File: src/rtl/uart_pkg.sv
// Shared UART definitions: FSM state encoding and a width helper used by rx and tx.
// Latency: n/a (types and constant functions only).
// Backpressure: n/a.
package uart_pkg;

    typedef enum logic [2:0] {
        ST_IDLE   = 3'd0,
        ST_START  = 3'd1,
        ST_DATA   = 3'd2,
        ST_PARITY = 3'd3,
        ST_STOP   = 3'd4
    } uart_state_t;

    // Counter width for values 0..n-1, never narrower than one bit.
    function automatic int clog2w(input int n);
        return (n <= 2) ? 1 : $clog2(n);
    endfunction

endpackage

File: src/rtl/uart_rx_sampler.sv
// Two-flop rx synchroniser plus 3-sample majority voter around mid-bit.
// Latency: rs lags rx by 2 clk; voted_bit is valid combinationally at tick OVERSAMPLE/2+1.
// Backpressure: none; samples are captured only on sample_tick.
module uart_rx_sampler #(
    parameter int OVERSAMPLE = 16,
    parameter int TW         = 4
) (
    input  logic          clk,
    input  logic          reset_n,
    input  logic          sample_tick,
    input  logic          rx,
    input  logic [TW-1:0] tick_cnt,
    output logic          rs,
    output logic          voted_bit
);
    localparam logic [TW-1:0] SAMPLE0_TICK = TW'(OVERSAMPLE / 2 - 1);
    localparam logic [TW-1:0] SAMPLE1_TICK = TW'(OVERSAMPLE / 2);

    logic r_sync1;
    logic r_sync2;
    logic r_s0;
    logic r_s1;

    always_ff @(posedge clk or negedge reset_n) begin
        if (!reset_n) begin
            r_sync1 <= 1'b1;
            r_sync2 <= 1'b1;
            r_s0    <= 1'b0;
            r_s1    <= 1'b0;
        end else begin
            r_sync1 <= rx;
            r_sync2 <= r_sync1;
            if (sample_tick && tick_cnt == SAMPLE0_TICK) r_s0 <= r_sync2;
            if (sample_tick && tick_cnt == SAMPLE1_TICK) r_s1 <= r_sync2;
        end
    end

    // Third sample is the live rs at the decision tick.
    assign rs        = r_sync2;
    assign voted_bit = (r_s0 & r_s1) | (r_s0 & r_sync2) | (r_s1 & r_sync2);

endmodule

File: src/rtl/uart_rx_os.sv
// Oversampling UART receiver, 5-9 data bits, 1-2 stop bits; parity built in with UART_RX_PARITY_EN.
// Latency: dout_valid rises on the clk edge that samples the final stop-bit vote tick.
// Backpressure: one-word holding register; a word completing while it is full and not accepted is dropped with an overrun pulse.
module uart_rx_os
    import uart_pkg::*;
#(
    parameter int DATA_BITS  = 8,
    parameter int OVERSAMPLE = 16,
    parameter int STOP_BITS  = 1,
    parameter int PARITY_ODD = 0
) (
    input  logic                 clk,
    input  logic                 reset_n,
    input  logic                 sample_tick,
    input  logic                 rx,
    output logic [DATA_BITS-1:0] dout,
    output logic                 dout_valid,
    input  logic                 dout_ready,
    output logic                 frame_err,
    output logic                 parity_err,
    output logic                 overrun,
    output logic                 busy
);
    localparam int TW = clog2w(OVERSAMPLE);
    localparam int BW = clog2w(DATA_BITS + 1);
    localparam logic [TW-1:0] VOTE_TICK = TW'(OVERSAMPLE / 2 + 1);
    localparam logic [TW-1:0] LAST_TICK = TW'(OVERSAMPLE - 1);

    if (DATA_BITS < 5 || DATA_BITS > 9 || OVERSAMPLE < 8 || (OVERSAMPLE % 2) != 0 ||
        STOP_BITS < 1 || STOP_BITS > 2 || PARITY_ODD < 0 || PARITY_ODD > 1) begin : g_bad_params
        $error("uart_rx_os: illegal parameter set");
    end

    uart_state_t          r_state;
    logic [TW-1:0]        r_tick;
    logic [BW-1:0]        r_bit;
    logic [DATA_BITS-1:0] r_shift;
    logic                 r_ferr;
    logic                 r_armed;
`ifdef UART_RX_PARITY_EN
    logic                 r_perr;
`endif

    logic w_rs;
    logic w_voted;
    logic w_vote_pt;
    logic w_last_pt;
    logic w_commit;
    logic w_frame_err;

    uart_rx_sampler #(.OVERSAMPLE(OVERSAMPLE), .TW(TW)) u_sampler (
        .clk         (clk),
        .reset_n     (reset_n),
        .sample_tick (sample_tick),
        .rx          (rx),
        .tick_cnt    (r_tick),
        .rs          (w_rs),
        .voted_bit   (w_voted)
    );

    assign w_vote_pt   = (r_tick == VOTE_TICK);
    assign w_last_pt   = (r_tick == LAST_TICK);
    assign w_commit    = sample_tick && r_state == ST_STOP && w_vote_pt && r_bit == BW'(STOP_BITS - 1);
    assign w_frame_err = r_ferr | ~w_voted;
    assign busy        = (r_state != ST_IDLE);

    always_ff @(posedge clk or negedge reset_n) begin
        if (!reset_n) begin
            r_state <= ST_IDLE;
            r_tick  <= '0;
            r_bit   <= '0;
            r_shift <= '0;
            r_ferr  <= 1'b0;
            r_armed <= 1'b1;
`ifdef UART_RX_PARITY_EN
            r_perr  <= 1'b0;
`endif
        end else if (sample_tick) begin
            case (r_state)
                ST_IDLE: begin
                    r_tick <= '0;
                    r_bit  <= '0;
                    // After a break the line must return high before a new start is accepted.
                    if (!r_armed) begin
                        r_armed <= w_rs;
                    end else if (!w_rs) begin
                        r_state <= ST_START;
                        r_ferr  <= 1'b0;
`ifdef UART_RX_PARITY_EN
                        r_perr  <= 1'b0;
`endif
                    end
                end
                ST_START: begin
                    if (w_vote_pt && w_voted) begin
                        r_state <= ST_IDLE;
                        r_tick  <= '0;
                    end else if (w_last_pt) begin
                        r_state <= ST_DATA;
                        r_tick  <= '0;
                    end else begin
                        r_tick <= r_tick + 1'b1;
                    end
                end
                ST_DATA: begin
                    if (w_vote_pt) begin
                        r_shift <= {w_voted, r_shift[DATA_BITS-1:1]};
                        r_bit   <= r_bit + 1'b1;
                    end
                    if (w_last_pt) begin
                        r_tick <= '0;
                        if (r_bit == BW'(DATA_BITS)) begin
                            r_bit <= '0;
`ifdef UART_RX_PARITY_EN
                            r_state <= ST_PARITY;
`else
                            r_state <= ST_STOP;
`endif
                        end
                    end else begin
                        r_tick <= r_tick + 1'b1;
                    end
                end
`ifdef UART_RX_PARITY_EN
                ST_PARITY: begin
                    if (w_vote_pt) r_perr <= w_voted ^ (^r_shift) ^ PARITY_ODD[0];
                    if (w_last_pt) begin
                        r_state <= ST_STOP;
                        r_tick  <= '0;
                    end else begin
                        r_tick <= r_tick + 1'b1;
                    end
                end
`endif
                ST_STOP: begin
                    r_tick <= w_last_pt ? '0 : r_tick + 1'b1;
                    if (w_vote_pt) begin
                        if (!w_voted) r_ferr <= 1'b1;
                        if (r_bit == BW'(STOP_BITS - 1)) begin
                            // Leave mid-stop-bit so a back-to-back start edge is not missed.
                            r_state <= ST_IDLE;
                            r_tick  <= '0;
                            r_bit   <= '0;
                            if (r_shift == '0 && w_frame_err) r_armed <= 1'b0;
                        end else begin
                            r_bit <= r_bit + 1'b1;
                        end
                    end
                end
                default: r_state <= ST_IDLE;
            endcase
        end
    end

    always_ff @(posedge clk or negedge reset_n) begin
        if (!reset_n) begin
            dout       <= '0;
            dout_valid <= 1'b0;
            frame_err  <= 1'b0;
            overrun    <= 1'b0;
`ifdef UART_RX_PARITY_EN
            parity_err <= 1'b0;
`endif
        end else begin
            overrun <= 1'b0;
            if (w_commit) begin
                if (!dout_valid || dout_ready) begin
                    dout       <= r_shift;
                    dout_valid <= 1'b1;
                    frame_err  <= w_frame_err;
`ifdef UART_RX_PARITY_EN
                    parity_err <= r_perr;
`endif
                end else begin
                    overrun <= 1'b1;
                end
            end else if (dout_valid && dout_ready) begin
                dout_valid <= 1'b0;
                frame_err  <= 1'b0;
`ifdef UART_RX_PARITY_EN
                parity_err <= 1'b0;
`endif
            end
        end
    end

`ifndef UART_RX_PARITY_EN
    assign parity_err = 1'b0;
`endif

endmodule

File: config.mk
export PLATFORM = sky130hd
export DESIGN_NAME = uart_rx_os
export DESIGN_NICKNAME = d
export VERILOG_FILES = /design/src/rtl/uart_pkg.sv /design/src/rtl/uart_rx_sampler.sv /design/src/rtl/uart_rx_os.sv
export SDC_FILE = /design/constraint.sdc
export NUM_CORES = 1
export LEC_CHECK = 0
export ABC_AREA = 1
export CELL_PAD_IN_SITES_DETAIL_PLACEMENT = 1
export CELL_PAD_IN_SITES_GLOBAL_PLACEMENT = 1
export CORE_MARGIN = 5
export CORE_UTILIZATION = 46
export DETAILED_ROUTE_END_ITERATION = 7
export PLACE_DENSITY = 0.92
export SLEW_MARGIN = 25
export SYNTH_ARGS = -nofsm -noshare
export SYNTH_HDL_FRONTEND = slang
export SYNTH_SLANG_ARGS = --single-unit
File: constraint.sdc
create_clock -name clk -period 3.92 [get_ports clk]
set_input_delay 0.392 -clock clk [delete_from_list [all_inputs] [get_ports clk]]
set_output_delay 0.392 -clock clk [all_outputs]
set_load 0.02 [all_outputs]
======== Word level (Yosys, flattened, before mapping) ========
Cells that the tools add are included.
storage, ports and cells
  register bits after elaboration ......... 36
  output and inout port bits .............. 13
  word-level logic and storage cells ...... 104
operators by class
  add/sub/neg operators ................... 2
  eq/ne operators ......................... 18
  mux-type cells .......................... 37
  bitwise operators ....................... 7
  reduce and logical (&&, ||, !) cells .... 26
operators by type and width
  kind                   number
  $mux W4                9
  $mux W3                8
  $eq A4 B4 Y1 const B   4
  $pmux W4 S4            1
  $mux W1                15
  $ne A2 B2 Y1 const B   6
  $pmux W3 S4            1
  $pmux W4 S3            1
  $add A4 B1 Y4 const B  2
  $logic_and A1 B1 Y1    8
  $logic_not A8 Y1       1
  $reduce_and A8 Y1      1
  $ne A2 B1 Y1 const B   3
  $reduce_and A2 Y1      3
  $reduce_and A3 Y1      2
  $reduce_and A6 Y1      1
  $reduce_bool A3 Y1     2
  $reduce_and A5 Y1      1
  $eq A4 B3 Y1 const B   1
  $logic_not A4 Y1       1
  $pmux W1 S2            2
  $reduce_bool A2 Y1     2
  $reduce_bool A4 Y1     1
  $and A1 B1 Y1          3
  9 further kinds        11

======== Depth between registers and ports, before layout ========
  depth in word-level cells ............... 10
  mapped depth ............................ 10

======== Hierarchy ========
Synthesis repeated with hierarchy kept, for this count alone.
second synthesis, totals
  cells, all modules ...................... 264
  area total of the unflattened synthesis .. 2,015.7 µm²
modules (own cells, without submodules)
  module           instances  cells an instance  area an instance (µm²)  seq. area each (µm²)
  uart_rx_os       1          243                1,834.3                 802.0
  uart_rx_sampler  1          21                 181.4                   102.6

======== Worst setup path before layout ========
OpenSTA, ideal clock, no wires.
  path kind ............................... register to register
  from .................................... register r_tick[1]
  to ...................................... register dout[3]
  library setup time ...................... 118 ps
  arrival ................................. 1,325 ps
  path slack .............................. 2,477 ps
  stages on the path, launching flop included .. 11
  path buffers ............................ 1
  clock period less this slack ............ 1,443 ps
  path through ............................ dfrtp_1 -> inv_1 -> ha_1 -> nand3_2 -> inv_4 -> nand2_2 -> clkinv_2 -> nand3_4 -> buf_6 -> nand2_2 -> o21ai_2
between the ends
  word-level cells in the longest chain between the ends .. 4
RTL lines
  what                              RTL line           text
  start: declaration                uart_rx_os.sv:35   logic [TW-1:0] r_tick;
  start signal: assignment          uart_rx_os.sv:102  r_tick <= r_tick + 1'b1;
  start signal: assignment          uart_rx_os.sv:121  r_tick <= r_tick + 1'b1;
  start signal: assignment          uart_rx_os.sv:136  r_tick <= w_last_pt ? '0 : r_tick + 1'b1;
  $eq A4 B4 Y1                      uart_rx_os.sv:61   assign w_vote_pt = (r_tick == VOTE_TICK);
  $logic_and A1 B1 Y1 (2 in a row)  uart_rx_os.sv:63   assign w_commit = sample_tick && r_state == ST_STOP && w_vote_pt && r_bit == BW'(STOP_BITS - 1);
  $reduce_and A2 Y1 (no line)       -
  end signal: assignment            uart_rx_os.sv:168  dout <= r_shift;
  end: declaration                  uart_rx_os.sv:16   output logic [DATA_BITS-1:0] dout,
Every way passes these cells.
A chain may end at the register's enable or synchronous reset.

======== Worst setup path after layout ========
  from .................................... register r_state[1]
  to ...................................... output port busy
between the ends
  word-level cells in the longest chain between the ends .. 1
RTL lines
  what                      RTL line          text
  start: declaration        uart_rx_os.sv:34  uart_state_t r_state;
  start signal: assignment  uart_rx_os.sv:69  r_state <= ST_IDLE;
  start signal: assignment  uart_rx_os.sv:87  r_state <= ST_START;
  start signal: assignment  uart_rx_os.sv:96  r_state <= ST_IDLE;
  $reduce_bool A3 Y1        uart_rx_os.sv:65  assign busy = (r_state != ST_IDLE);
  end: declaration          uart_rx_os.sv:22  output logic busy
Every way passes these cells.

==> results.md <==
- Data on the critical path arrives at its endpoint at 1690 ps.
- The total leakage power is 1.11 nW.
- The combinational cell fraction of total power is 28.9%.
- The count of instances resized after the clock tree is built is 0.
- The area of the die is 5660 um^2.
- The number of warnings issued by yosys is 0.
- The count of nets left with antenna violations once routing finished came out at 0.
- The number of inserted diodes is 0.
- The sum of routed wire length over all layers is 4940 um.
- The post-synthesis async set-or-reset flop share is 100%.
- The critical path depth is 3.
- The synthesized design contains 0 enable-type register cells.
- Setup repair after global routing left no endpoint under its margin.
- The number of nets in the final layout is 271.
- After detailed routing, the number of vias per cell comes to 5.37.
- By count the netlist is led by 69 x sky130_fd_sc_hd__nand2_1, 33 x sky130_fd_sc_hd__dfrtp_1, 32 x sky130_fd_sc_hd__inv_1, 23 x sky130_fd_sc_hd__nand3_1.
- The I/O pin count is 18.
- Net switching is 35.3% of the power.
- The worst reg-to-reg path cell count is 7.
- The cell taking the most area after synthesis is sky130_fd_sc_hd__dfrtp_1.
- The areal power density over the cells is 500 nW/um^2.
- STA classifies the critical path endpoint as an output pin.
- The first-pass GRT wire length is 8280 um.
- The biggest cell delay along the critical path is 560 ps.
- Setup slack closes at 1840 ps.
- The net count after synthesis is 251.
- The floorplan has 23 rows.
- The clock arrives with 2.57 ps of skew.
- In this run the worst path has a maximum fanout of 6.
- The cell count after synthesis is 241.
- The startpoint kind of the worst setup timing path is a flip-flop.
- Entering global routing, the biggest net connects 37 pins.
- The buffer depth of the longest clock path is 2.
- Of the post-synthesis cell area, the dominant cell type holds 42.2%.
- The cell-internal power is 735 uW.
- The total area inside the core boundary comes to 4060 um^2.
- The slowest library cell on the worst path is sky130_fd_sc_hd__clkdlybuf4s50_1.
- The required arrival time at the worst endpoint is 3530 ps.
- The total half-perimeter wirelength after legalization and detailed placement is 3620 um.
- The flow ran to the end, and the final reports show no timing, DRC or antenna violations.
- Dividing the detail-routed wire length by the instance count gives 15.8 um.
- After layout, the design draws a total of 1.14 mW.
- The final weighted congestion in routability-driven placement is 0.841.
- The sequential fraction of design power is 39.5%.
- The critical path goes through nor2_4 -> nand2_1 -> clkdlybuf4s50_1.
- The number of buffers and inverters on the critical path is 1.
- The total of fill cells in the finished design is 512.
- The endpoint of the lowest-slack register-to-register path is r_tick[3]$_DFFE_PN0P_.
- After clock tree synthesis, the clock-pin slew on the worst setup and hold paths is 70 ps.
- The flip-flop and latch count after synthesis is 36.
- The number of antenna violations at the first check in global routing came to 0.
- The die boundary width is 75.2 um.
- After routing the design area is 2270 um^2.
- The H-tree depth is 2.
- The buffer count from post-CTS setup fixing is 0.
- Setup violations remaining at the end of the flow were counted as 0.
- By area the synthesized netlist is led by sky130_fd_sc_hd__dfrtp_1 42%, sky130_fd_sc_hd__nand2_1 13%, sky130_fd_sc_hd__inv_1 6.1%, sky130_fd_sc_hd__nand3_1 5.9%, sky130_fd_sc_hd__o21ai_2 4.9%.
- In this run the power spent charging and discharging nets is 401 uW.
- The worst slack at placement is 2070 ps.
- The routed layout has 1676 vias.
- The actual slew at the worst max-slew pin is 818 ps.
- Among cell families on the critical path, the largest total delay comes from buffers and inverters.
- The clock latency on the worst-skew pair is 290 ps.
- The number of distinct library cells after synthesis is 32.
- The time the worst path needs with I/O delays and setup is 2080 ps.
- The worst-case IR drop observed on VDD is 0.227 mV.
- The clock tree root driver cell is sky130_fd_sc_hd__clkbuf_8.
- The number of buffers added on ports is 16.
- The reg-to-reg critical path startpoint is r_bit[0]$_DFFE_PN0P_.
- The CTS tree is built.
- Relative to the synthesized area, the layout overhead comes to 16.0%.
- Once the floorplan was initialized, standard cells occupied 48.3% of the core.
- The headroom to the max-slew limit is 45.5%.
- The average cell area after synthesis is 8.13 um^2.
- For flop-to-flop paths, the worst setup slack is 2200 ps.
- The max-slew violation total from the final report is 0.
- The path type of the worst setup path is reg -> out.
- The first-pass detailed-route iteration total is 4.
- For this design, the sink count on the clock tree is 36.
- Global routing used 19.9% of the available tracks across all layers.
- The achievable clock frequency is 0.481 GHz.
- In the final layout, the share of cells above drive strength 1 is 15.3%.
- The count of hold-fix buffers inserted at cts is 0.
- The final critical path takes up 53.0% of the cycle.
- The die height is 75.2 um.
- The count of final hold-check violations is 0.
- The number of global-route vias before repair was 1769.
- The total clock buffers created by CTS is 5.
- The placed instances occupy a cell area of 2150 um^2.
- The synthesized netlist occupies a cell area of 1960 um^2.
- The post-detailed-route DRC marker count is 0.
- The post-synthesis sequential area ratio is 46.2%.
- The clock group share of total power is 31.6%.
- The total overflow left after global routing is 0.
- The path class of the lowest-slack min-delay path is in -> async.
- The number of design-rule violations left by the first detailed-router iteration is 58.
- The number of violations of the max-capacitance limit is 0.
- sky130_fd_sc_hd__nand2_1 is the most common cell in the netlist.
- In the synthesized netlist the dominant register cell turns out to be sky130_fd_sc_hd__dfrtp_1.
- The total negative setup slack is 0 ps.
==> cells by family after synthesis <==
| kind of cell | share of synthesized area (%) |
|---|---|
| AOI/OAI and AO/OA | 11.2 |
| other | 0.192 |
| buffers and inverters | 8.63 |
| adders and majority gates | 3.19 |
| xor gates and xnor gates | 0.447 |
| DFF | 46.2 |
| and+or+nand+nor | 30.1 |
==> power by group through the flow <==
stage | Clock, mW | Sequential, mW | Combinational, mW
2_1_floorplan | 0 | 0.444 | 0.237
3_3_place_gp | 0 | 0.452 | 0.306
3_5_place_dp | 0 | 0.453 | 0.327
4_1_cts | 0.366 | 0.447 | 0.332
5_1_grt | 0.386 | 0.451 | 0.367
6_report | 0.359 | 0.449 | 0.328
==> worst max path at each step <==
stage | startpoint | to | slack (ps)
after detailed placement | sample_tick | dout[0]$_DFFE_PN0P_ | 2070
after CTS | r_state[1]$_DFFE_PN0P_ | busy | 1830
after global routing | r_state[1]$_DFFE_PN0P_ | busy | 1760
after floorplan | r_tick[1]$_DFFE_PN0P_ | dout[3]$_DFFE_PN0P_ | 2480
after global placement | sample_tick | frame_err$_DFFE_PN0P_ | 2130
final | r_state[1]$_DFFE_PN0P_ | busy | 1840
==> sequential cells by signal, summed over array words and instances (netlist names), 3 cells and up <==
register / flops
r_shift: 8
r_bit: 4
dout: 8
r_tick: 4
r_state: 3
==> cells in the final DEF, fill, tap and decap left out, drive strengths merged <==
cell            n
clkdlybuf4s50  15
o211ai          1
bufinv          1
inv            35
xnor2           1
buf             1
nand4           5
nand2          74
o21a            1
nor3            1
ha              5
nor4            1
nand3b          1
dfrtp          33
nor2           17
dfstp           3
conb            1
clkbuf          7
a21oi           2
clkinv          1
o31ai           1
nand3          26
o22ai           1
o21ai          28
==> per-stage QoR <==
stage                     hold slack (ps)  util (%)  instances
final                                 194      56.0        312
after floorplan                      96.4         -        241
after detailed placement              347      52.9        304
after global routing                  254      56.0        312
after global placement                346      52.9        304
after CTS                             221      56.0        312
==> worst register-to-register path, stage by stage, from the launching register on <==
cell	delay, ps
sky130_fd_sc_hd__dfrtp_1	420
sky130_fd_sc_hd__inv_1	110
sky130_fd_sc_hd__ha_1	220
sky130_fd_sc_hd__nand3_2	200
sky130_fd_sc_hd__o21ai_0	270
sky130_fd_sc_hd__nand3_1	200
sky130_fd_sc_hd__nand3_1	120
sky130_fd_sc_hd__o21ai_1	70
==> layout make-up <==
type | instances | area [um^2] | share of cell area [%]
Multi-Input combinational cell | 166 | 885 | 38.9
Clock inverter | 1 | 30.0 | 1.32
Tap cell | 50 | 62.6 | 2.75
Timing Repair Buffer | 16 | 155 | 6.83
Sequential cell | 36 | 905 | 39.8
Clock buffer | 7 | 96.3 | 4.24
Inverter | 36 | 139 | 6.11
==> layer usage <==
layer	routed length (um)	up-vias	share of wire [%]	global-route usage, %
met5	0	-	0	0
met4	190	0	3.8	9.71
met2	2520	31	51	35.5
met1	2060	823	42	22.4
met3	162	16	3.3	4.14
li1	-	806	-	-
(Power assumes the default switching activity.)
